--- src/rtl/mcp3202_spi_responder.sv ---
// SPI slave that emulates an MCP3202 12-bit 2-channel ADC, with digital buses standing in for the analog inputs.
// All SPI pins are resynchronized into clk, and every decision is taken on the synchronized edges.
module mcp3202_spi_responder #(
  parameter int SYNC_STAGES = 2
) (
  input  logic        clk,
  input  logic        rst,
  input  logic        spi_sck,
  input  logic        spi_cs_n,
  input  logic        spi_mosi,
  output logic        spi_miso,
  output logic        spi_miso_oe,
  input  logic [11:0] ch0_value,
  input  logic [11:0] ch1_value,
  output logic [2:0]  last_cmd,
  output logic        frame_done,
  output logic        frame_abort
);

  typedef enum logic [2:0] {
    S_IDLE, S_WAIT_START, S_CMD, S_NULL, S_MSB, S_LSB, S_TAIL
  } state_t;

  state_t                 state;
  logic [SYNC_STAGES-1:0] sck_sync;
  logic [SYNC_STAGES-1:0] cs_sync;
  logic [SYNC_STAGES-1:0] mosi_sync;
  logic                   sck_prev;
  logic                   cs_prev;
  logic                   sck_s;
  logic                   cs_s;
  logic                   mosi_s;
  logic                   sck_rise;
  logic                   sck_fall;
  logic                   cs_rise;
  logic                   armed;
  logic [1:0]             cmd_bits;
  logic [1:0]             cmd_cnt;
  logic [3:0]             idx;
  logic [11:0]            data;

  // Single-ended returns the channel; differential is a 13-bit subtract clamped to zero when negative.
  function automatic logic [11:0] convert(input logic sgl, input logic odd,
                                          input logic [11:0] c0, input logic [11:0] c1);
    logic [12:0] diff;
    diff = odd ? ({1'b0, c1} - {1'b0, c0}) : ({1'b0, c0} - {1'b0, c1});
    if (sgl)
      return odd ? c1 : c0;
    else
      return diff[12] ? 12'h000 : diff[11:0];
  endfunction

  assign sck_s    = sck_sync[SYNC_STAGES-1];
  assign cs_s     = cs_sync[SYNC_STAGES-1];
  assign mosi_s   = mosi_sync[SYNC_STAGES-1];
  assign sck_rise = sck_s & ~sck_prev;
  assign sck_fall = ~sck_s & sck_prev;
  assign cs_rise  = cs_s & ~cs_prev;

  // CS chain resets low so a select that is already low after reset is never mistaken for a fresh frame.
  always_ff @(posedge clk) begin
    if (rst) begin
      sck_sync  <= '0;
      cs_sync   <= '0;
      mosi_sync <= '0;
      sck_prev  <= 1'b0;
      cs_prev   <= 1'b0;
    end else begin
      sck_sync  <= {sck_sync[SYNC_STAGES-2:0], spi_sck};
      cs_sync   <= {cs_sync[SYNC_STAGES-2:0], spi_cs_n};
      mosi_sync <= {mosi_sync[SYNC_STAGES-2:0], spi_mosi};
      sck_prev  <= sck_s;
      cs_prev   <= cs_s;
    end
  end

  always_ff @(posedge clk) begin
    if (rst) begin
      state       <= S_IDLE;
      armed       <= 1'b0;
      spi_miso    <= 1'b0;
      spi_miso_oe <= 1'b0;
      last_cmd    <= 3'b000;
      frame_done  <= 1'b0;
      frame_abort <= 1'b0;
      cmd_bits    <= 2'b00;
      cmd_cnt     <= 2'd0;
      idx         <= 4'd0;
      data        <= 12'h000;
    end else begin
      frame_done  <= 1'b0;
      frame_abort <= 1'b0;
      if (cs_s) begin
        // Deselect wins over any SCK edge seen in the same clock.
        armed       <= 1'b1;
        state       <= S_IDLE;
        spi_miso    <= 1'b0;
        spi_miso_oe <= 1'b0;
        if (cs_rise) begin
          frame_done  <= (state == S_LSB) || (state == S_TAIL);
          frame_abort <= (state == S_CMD) || (state == S_NULL) || (state == S_MSB);
        end
      end else begin
        case (state)
          S_IDLE: begin
            if (armed) state <= S_WAIT_START;
          end
          S_WAIT_START: begin
            if (sck_rise && mosi_s) begin
              state   <= S_CMD;
              cmd_cnt <= 2'd0;
            end
          end
          S_CMD: begin
            if (sck_rise) begin
              cmd_bits <= {cmd_bits[0], mosi_s};
              cmd_cnt  <= cmd_cnt + 2'd1;
              if (cmd_cnt == 2'd2) begin
                data     <= convert(cmd_bits[1], cmd_bits[0], ch0_value, ch1_value);
                last_cmd <= {cmd_bits, mosi_s};
                state    <= S_NULL;
              end
            end
          end
          S_NULL: begin
            if (sck_fall) begin
              spi_miso_oe <= 1'b1;
              spi_miso    <= 1'b0;
              idx         <= 4'd11;
              state       <= S_MSB;
            end
          end
          S_MSB: begin
            if (sck_fall) begin
              spi_miso <= data[idx];
              if (idx == 4'd0) begin
                if (last_cmd[0]) begin
                  state <= S_TAIL;
                end else begin
                  state <= S_LSB;
                  idx   <= 4'd1;
                end
              end else begin
                idx <= idx - 4'd1;
              end
            end
          end
          S_LSB: begin
            if (sck_fall) begin
              spi_miso <= data[idx];
              if (idx == 4'd11) state <= S_TAIL;
              else              idx   <= idx + 4'd1;
            end
          end
          S_TAIL: begin
            if (sck_fall) spi_miso <= 1'b0;
          end
          default: state <= S_IDLE;
        endcase
      end
    end
  end

endmodule

--- config.mk ---
export PLATFORM = sky130hd
export DESIGN_NAME = mcp3202_spi_responder
export DESIGN_NICKNAME = d
export VERILOG_FILES = /design/src/rtl/mcp3202_spi_responder.sv
export SDC_FILE = /design/constraint.sdc
export NUM_CORES = 1
export LEC_CHECK = 0
export CELL_PAD_IN_SITES_DETAIL_PLACEMENT = 0
export CELL_PAD_IN_SITES_GLOBAL_PLACEMENT = 1
export CORE_MARGIN = 10
export CORE_UTILIZATION = 46
export CTS_CLUSTER_SIZE = 10
export DETAILED_ROUTE_END_ITERATION = 10
export GPL_TIMING_DRIVEN = 0
export PLACE_DENSITY = 0.94
export SLEW_MARGIN = 20
export SYNTH_ARGS = -nofsm -noshare
export SYNTH_HDL_FRONTEND = slang
export SYNTH_SLANG_ARGS = --single-unit
--- constraint.sdc ---
create_clock -name clk -period 5.3 [get_ports clk]
set_clock_uncertainty 0.05 [all_clocks]
set_input_delay 0.795 -clock clk [delete_from_list [all_inputs] [get_ports clk]]
set_output_delay 0.795 -clock clk [all_outputs]
set_load 0.02 [all_outputs]
Word-level counts from Yosys, hierarchy flattened
Cells that the tools add are included.
- add/sub/neg operators: 5
- $mul: 0
- divide/modulo/power cells: 0
- $lt $le $gt $ge: 1
- eq/ne operators: 21
- shift-type cells: 0
- mux-type cells: 30
- bitwise gates (word level): 9
- reduce and logical (&&, ||, !) cells: 20
- operator list (cell ; number):
    12-bit two-way mux ; 3
    3-bit two-way mux ; 9
    12-bit by 12-bit subtractor with 13-bit output ; 2
    4-bit two-way mux ; 6
    3-bit case mux with 7 select lines ; 1
    2-bit inequality test, second input constant ; 7
    13-bit two-way mux ; 1
    4-bit case mux with 3 select lines ; 1
    2-bit by 1-bit inequality test with 1-bit output, second input constant ; 5
    10-bit AND reduction ; 1
    3-bit equality test, second input constant ; 3
    4-bit AND reduction ; 2
    7-bit AND reduction ; 1
    3-bit by 2-bit equality test with 1-bit output, second input constant ; 2
    2-bit two-way mux ; 3
    1-bit NOT ; 6
    3-bit AND reduction ; 2
    2-bit OR reduction ; 3
    4-bit by 5-bit < comparator with 1-bit output, second input constant ; 1
    4-bit by 1-bit adder with 4-bit output, second input constant ; 1
    1-bit binary-select mux with 4-bit select ; 1
    4-bit equality test, second input constant ; 1
    4-bit logical NOT ; 1
    2-bit case mux with 2 select lines ; 1
    15 further kinds ; 22
- register bits after elaboration: 39
- bits in latches: 0
- memory bits (writable): 0
- ROM bits: 0
- input bits: 29
- output and inout port bits: 7
- logic and storage cells: 102
- memories kept: 0

Depth between registers and ports, before layout
- depth after elaboration: 5
- depth in mapped cells: 12
- gate-level depth less buffers: 11

Worst setup path after synthesis
Ideal clock, no wire load.
- path kind: input to register
- start point: in ch1_value[0]
- end point: reg data[10]
- library setup time: 132 ps
- arrival time: 2708 ps
- data required time: 5118 ps
- path slack: 2410 ps
- stages on the path: 12
- path buffers: 1
- cells stage by stage: inv_1 ha_1 inv_1 fa_1 a21o_2 a21oi_1 o2111ai_1 and3b_1 a21o_1 buf_6 a221oi_1 nor3_1
- word-level cells in the longest chain between the ends: 4
- elaborated cells on any way between the ends: 5
- those cells by class: add/sub: 2; mux: 3
- RTL lines (item ; RTL line ; RTL):
    start, declared ; 14 ; input logic [11:0] ch1_value,
    12-bit by 12-bit subtractor with 13-bit output ; 46 ; diff = odd ? ({1'b0, c1} - {1'b0, c0}) : ({1'b0, c0} - {1'b0, c1});
    13-bit two-way mux * ; 46 ;
    12-bit two-way mux * ; 50 ; return diff[12] ? 12'h000 : diff[11:0];
    12-bit two-way mux * ; 47 ; if (sgl)
    end signal, assigned ; 119 ; data <= convert(cmd_bits[1], cmd_bits[0], ch0_value, ch1_value);
    end, declared ; 40 ; logic [11:0] data;
Mark *: on every way between the ends. The rest lies on a longest branch, timed or not.
A chain may end at the register's enable or synchronous reset.

Worst setup path after layout
- start point: in ch1_value[0]
- end point: reg data[5]
The elaborated chain is that of the path after synthesis.

==> qor.csv <==
stage;metric;value;unit
layout;Fillers;686;
critical_path;critical path launch point;ch1_value[0];
synth;Post-Synthesis Cell Area;0.00332;mm2
place;RePlAce Congestion;0.878;
timing;f_max;293;MHz
place;Post-DP Area;0.00379;mm2
timing;actual slew at the worst max-slew pin;0.589;ns
layout;commonest cells after routing, fill and taps aside;nor2_1 (39), dfxtp_1 (39), a21oi_1 (37);
clock_network;clock sink count;39;
critical_path;R2R Setup Slk;3.01;ns
critical_path;critical path's slowest cell;clkdlybuf4s50_1;
clock_network;CTS tree;yes;
synth;Mapped Cells;433;
clock_network;post-cts resize count;0;
flow_run;max-cap viol count;0;
route;Routed WL per cell;15.3;um
critical_path;WP data required;5.40;ns
critical_path;Critical Path AT;3.51;ns
floorplanning;initial core utilization;0.480;
critical_path;capturing point of the worst reg2reg path;data[6]$_SDFFE_PP0P_;
clock_network;Worst-path clk slew;0.07;ns
critical_path;RR Startpoint;cmd_bits[0]$_SDFFE_PP0P_;
route;via-per-instance ratio;5.64;
timing;# setup viols final;0;
critical_path;CP peak stage delay;0.44;ns
clock_network;CTS Hold Bufs;0;
layout;Area growth syn-to-layout;18.2;%
floorplanning;Core Box Area;0.00691;mm2
worst_hold_path;Hold Crit Start;sck_sync[0]$_SDFF_PP0_;
clock_network;clk_lat worst skew;0.29;ns
floorplanning;die height;105;um
timing;Pins Over Slew Limit;0;
global_routing;first-pass GRT wire length;14700;um
power;Final Power;794;uW
route;Post-route DRC;0;
synth;prevailing post-synth register cell;dfxtp_1;
route;via count;3227;
power;power share of the combinational group;0.256;
critical_path;CP Cell Sequence;clkdlybuf4s50_1 -> inv_1 -> ha_1 -> inv_1 -> fa_1 -> a21o_2 -> a21oi_1 -> o2111ai_1 -> and3b_1 -> a21o_1 -> buf_6 -> a221oi_1 -> nor3_1;
worst_hold_path;HP Class;flop to flop;
synth;syn nets;492;
layout;proportion of layout cells with a drive suffix above 1;0.0924;
critical_path;Worst Setup End Kind;flop;
timing;Slew headroom;0.607;
synth;synth warn;0;
critical_path;startpoint types;input port;
route;post-route ant nets;0;
floorplanning;total die area;0.0110;mm2
floorplanning;IO Pins;36;
route;total wire length;8760;um
power;register share of total power;0.377;
floorplanning;Site Rows;30;
critical_path;Crit Path Max Fanout;10;
power;net switching power;221;uW
global_routing;grt ovf;0;
clock_network;CTS max path bufs;2;
power;Clk pwr share;0.367;
timing;Fin Setup TNS;0;ns
synth;#FFs+latches synth;39;
clock_network;root buf cell;clkbuf_8;
outcome;outcome;completed;
global_routing;initial antenna violation count;0;
layout;fin util;0.568;
power;Internal Power;573;uW
critical_path;R2R depth;6;
route;drt pass-1 iters;5;
critical_path;Crit Path Class;input port to flop;
synth;EDFF count, synth;0;
timing;Final period util;0.643;
layout;Design Area, Final;0.00392;mm2
global_routing;largest net degree at the start of global routing;13;
timing;Tmin final;3.41;ns
global_routing;number of global-route vias before repair;3087;
clock_network;# H-tree levels;2;
power;Pleak;1.60;nW
synth;Unique masters post-synth;57;
floorplanning;DIE WIDTH;105;um
power;Sw Ratio;0.278;
place;DPL Wire Length;6760;um
power;Max IR drop VDD;0.108;mV
synth;asr flop ratio synth;0;
synth;Mapped Avg Cell Area;7.66;um2
layout;fin nets;534;
route;initial drt markers;178;
layout;Antenna Cells;0;
power;pwr/cell area;203;mW/mm2
clock_network;CTS buffer count;5;
clock_network;Setup Fix Bufs, Post-CTS;0;
critical_path;Critical Path End;data[5]$_SDFFE_PP0P_;
critical_path;Most common cell on crit path;inv_1;
timing;Final Hold Viols;0;
place;Port-buffer cells;35;
synth;sequential element share of the synthesized area;0.235;
global_routing;gr usage total;0.157;
timing;RSZ-0062 raised after global routing;false;
[critical path, delay by kind of cell]
kind / cells / cell delay [ns]
AO/OA/AOI/OAI: 5 / 1.10
buffers and inverters: 4 / 0.71
AND/OR/NAND/NOR: 2 / 0.33
adder cells (fa/ha/maj): 2 / 0.56
[routing by layer]
metal,up-vias,GRT usage,wire length (um)
li1,1618,-,-
met1,1511,0.197,4030
met2,88,0.272,4270
met3,10,0.0178,313
met4,0,0.0520,147
met5,-,0,0
[synth_stat cells, types with 5 or more instances]
cell | count | area [um2]
ha_1 | 28 | 350
nor2_1 | 39 | 146
nand3_1 | 6 | 30.0
buf_2 | 14 | 70.1
a221oi_2 | 5 | 75.1
o21ai_0 | 27 | 135
a21o_1 | 6 | 45.0
mux2i_1 | 6 | 60.1
nor3_1 | 22 | 110
a221oi_1 | 6 | 52.6
xor2_1 | 9 | 78.8
dfxtp_1 | 39 | 781
nand2b_1 | 6 | 37.5
nor2b_1 | 17 | 106
a21oi_1 | 37 | 185
o22ai_1 | 6 | 37.5
buf_1 | 5 | 18.8
inv_1 | 36 | 135
o211ai_1 | 10 | 75.1
clkbuf_1 | 10 | 37.5
a211oi_1 | 7 | 52.6
nand2_1 | 32 | 120
[per-stage QoR]
| step | instances | worst slack [ns] | hold slack [ns] |
|---|---|---|---|
| 5_1_grt | 572 | 1.69 | 0.407 |
| 2_1_floorplan | 433 | 2.41 | 0.364 |
| 3_3_place_gp | 564 | 1.61 | 0.366 |
| 4_1_cts | 572 | 1.90 | 0.393 |
| 3_5_place_dp | 564 | 1.60 | 0.375 |
| 6_report | 572 | 1.89 | 0.387 |
[registers in the layout, indices dropped and copies added, names as in the netlist]
| name | cells |
|---|---|
| armed | 1 |
| cmd_bits | 2 |
| last_cmd | 3 |
| sck_sync | 2 |
| idx | 4 |
| mosi_sync | 2 |
| cs_prev | 1 |
| sck_prev | 1 |
| frame_abort | 1 |
| frame_done | 1 |
| cs_sync | 2 |
| cmd_cnt | 2 |
| data | 12 |
| spi_miso_oe | 1 |
| state | 3 |
| spi_miso | 1 |
[worst min path at each step]
stage          cells past startpoint                endpoint  slack (ns)
3_5_place_dp                       1  sck_sync[1]$_SDFF_PP0_        0.37
3_3_place_gp                       1   cs_sync[1]$_SDFF_PP0_        0.37
2_1_floorplan                      1   cs_sync[1]$_SDFF_PP0_        0.36
5_1_grt                            1  sck_sync[1]$_SDFF_PP0_        0.41
6_report                           1  sck_sync[1]$_SDFF_PP0_        0.39
4_1_cts                            1  sck_sync[1]$_SDFF_PP0_        0.39
[logic make-up (layout without fill, tap and decap cells)]
kind of cell,after synthesis,after routing,share of synthesized area
buffers and inverters,69,112,0.0902
muxes,12,12,0.0487
adders and majority gates,30,30,0.118
and+or+nand+nor,144,144,0.214
DFF,39,39,0.235
xor gates and xnor gates,12,12,0.0317
AOI/OAI and AO/OA,127,127,0.263
[layout make-up]
| type | count | area, um2 | area share |
|---|---|---|---|
| repair buffers | 35 | 350 | 0.0894 |
| flip-flops and latches | 39 | 781 | 0.199 |
| clock buffers | 6 | 72.6 | 0.0185 |
| inverters | 36 | 135 | 0.0345 |
| clock inverters | 2 | 60.1 | 0.0153 |
| plain buffers | 33 | 164 | 0.0418 |
| well taps | 96 | 120 | 0.0306 |
| multi-input cells | 325 | 2240 | 0.571 |
[power by group through the flow]
stage               Sequential [mW]  Combinational [mW]  Clock [mW]
finish                        0.299               0.203       0.292
global route                  0.299               0.226       0.308
CTS                           0.299               0.201       0.297
detailed placement            0.306               0.200           0
global placement              0.306               0.198           0
floorplan                     0.305               0.140           0
Note: power is estimated with default switching activity, not from simulation.
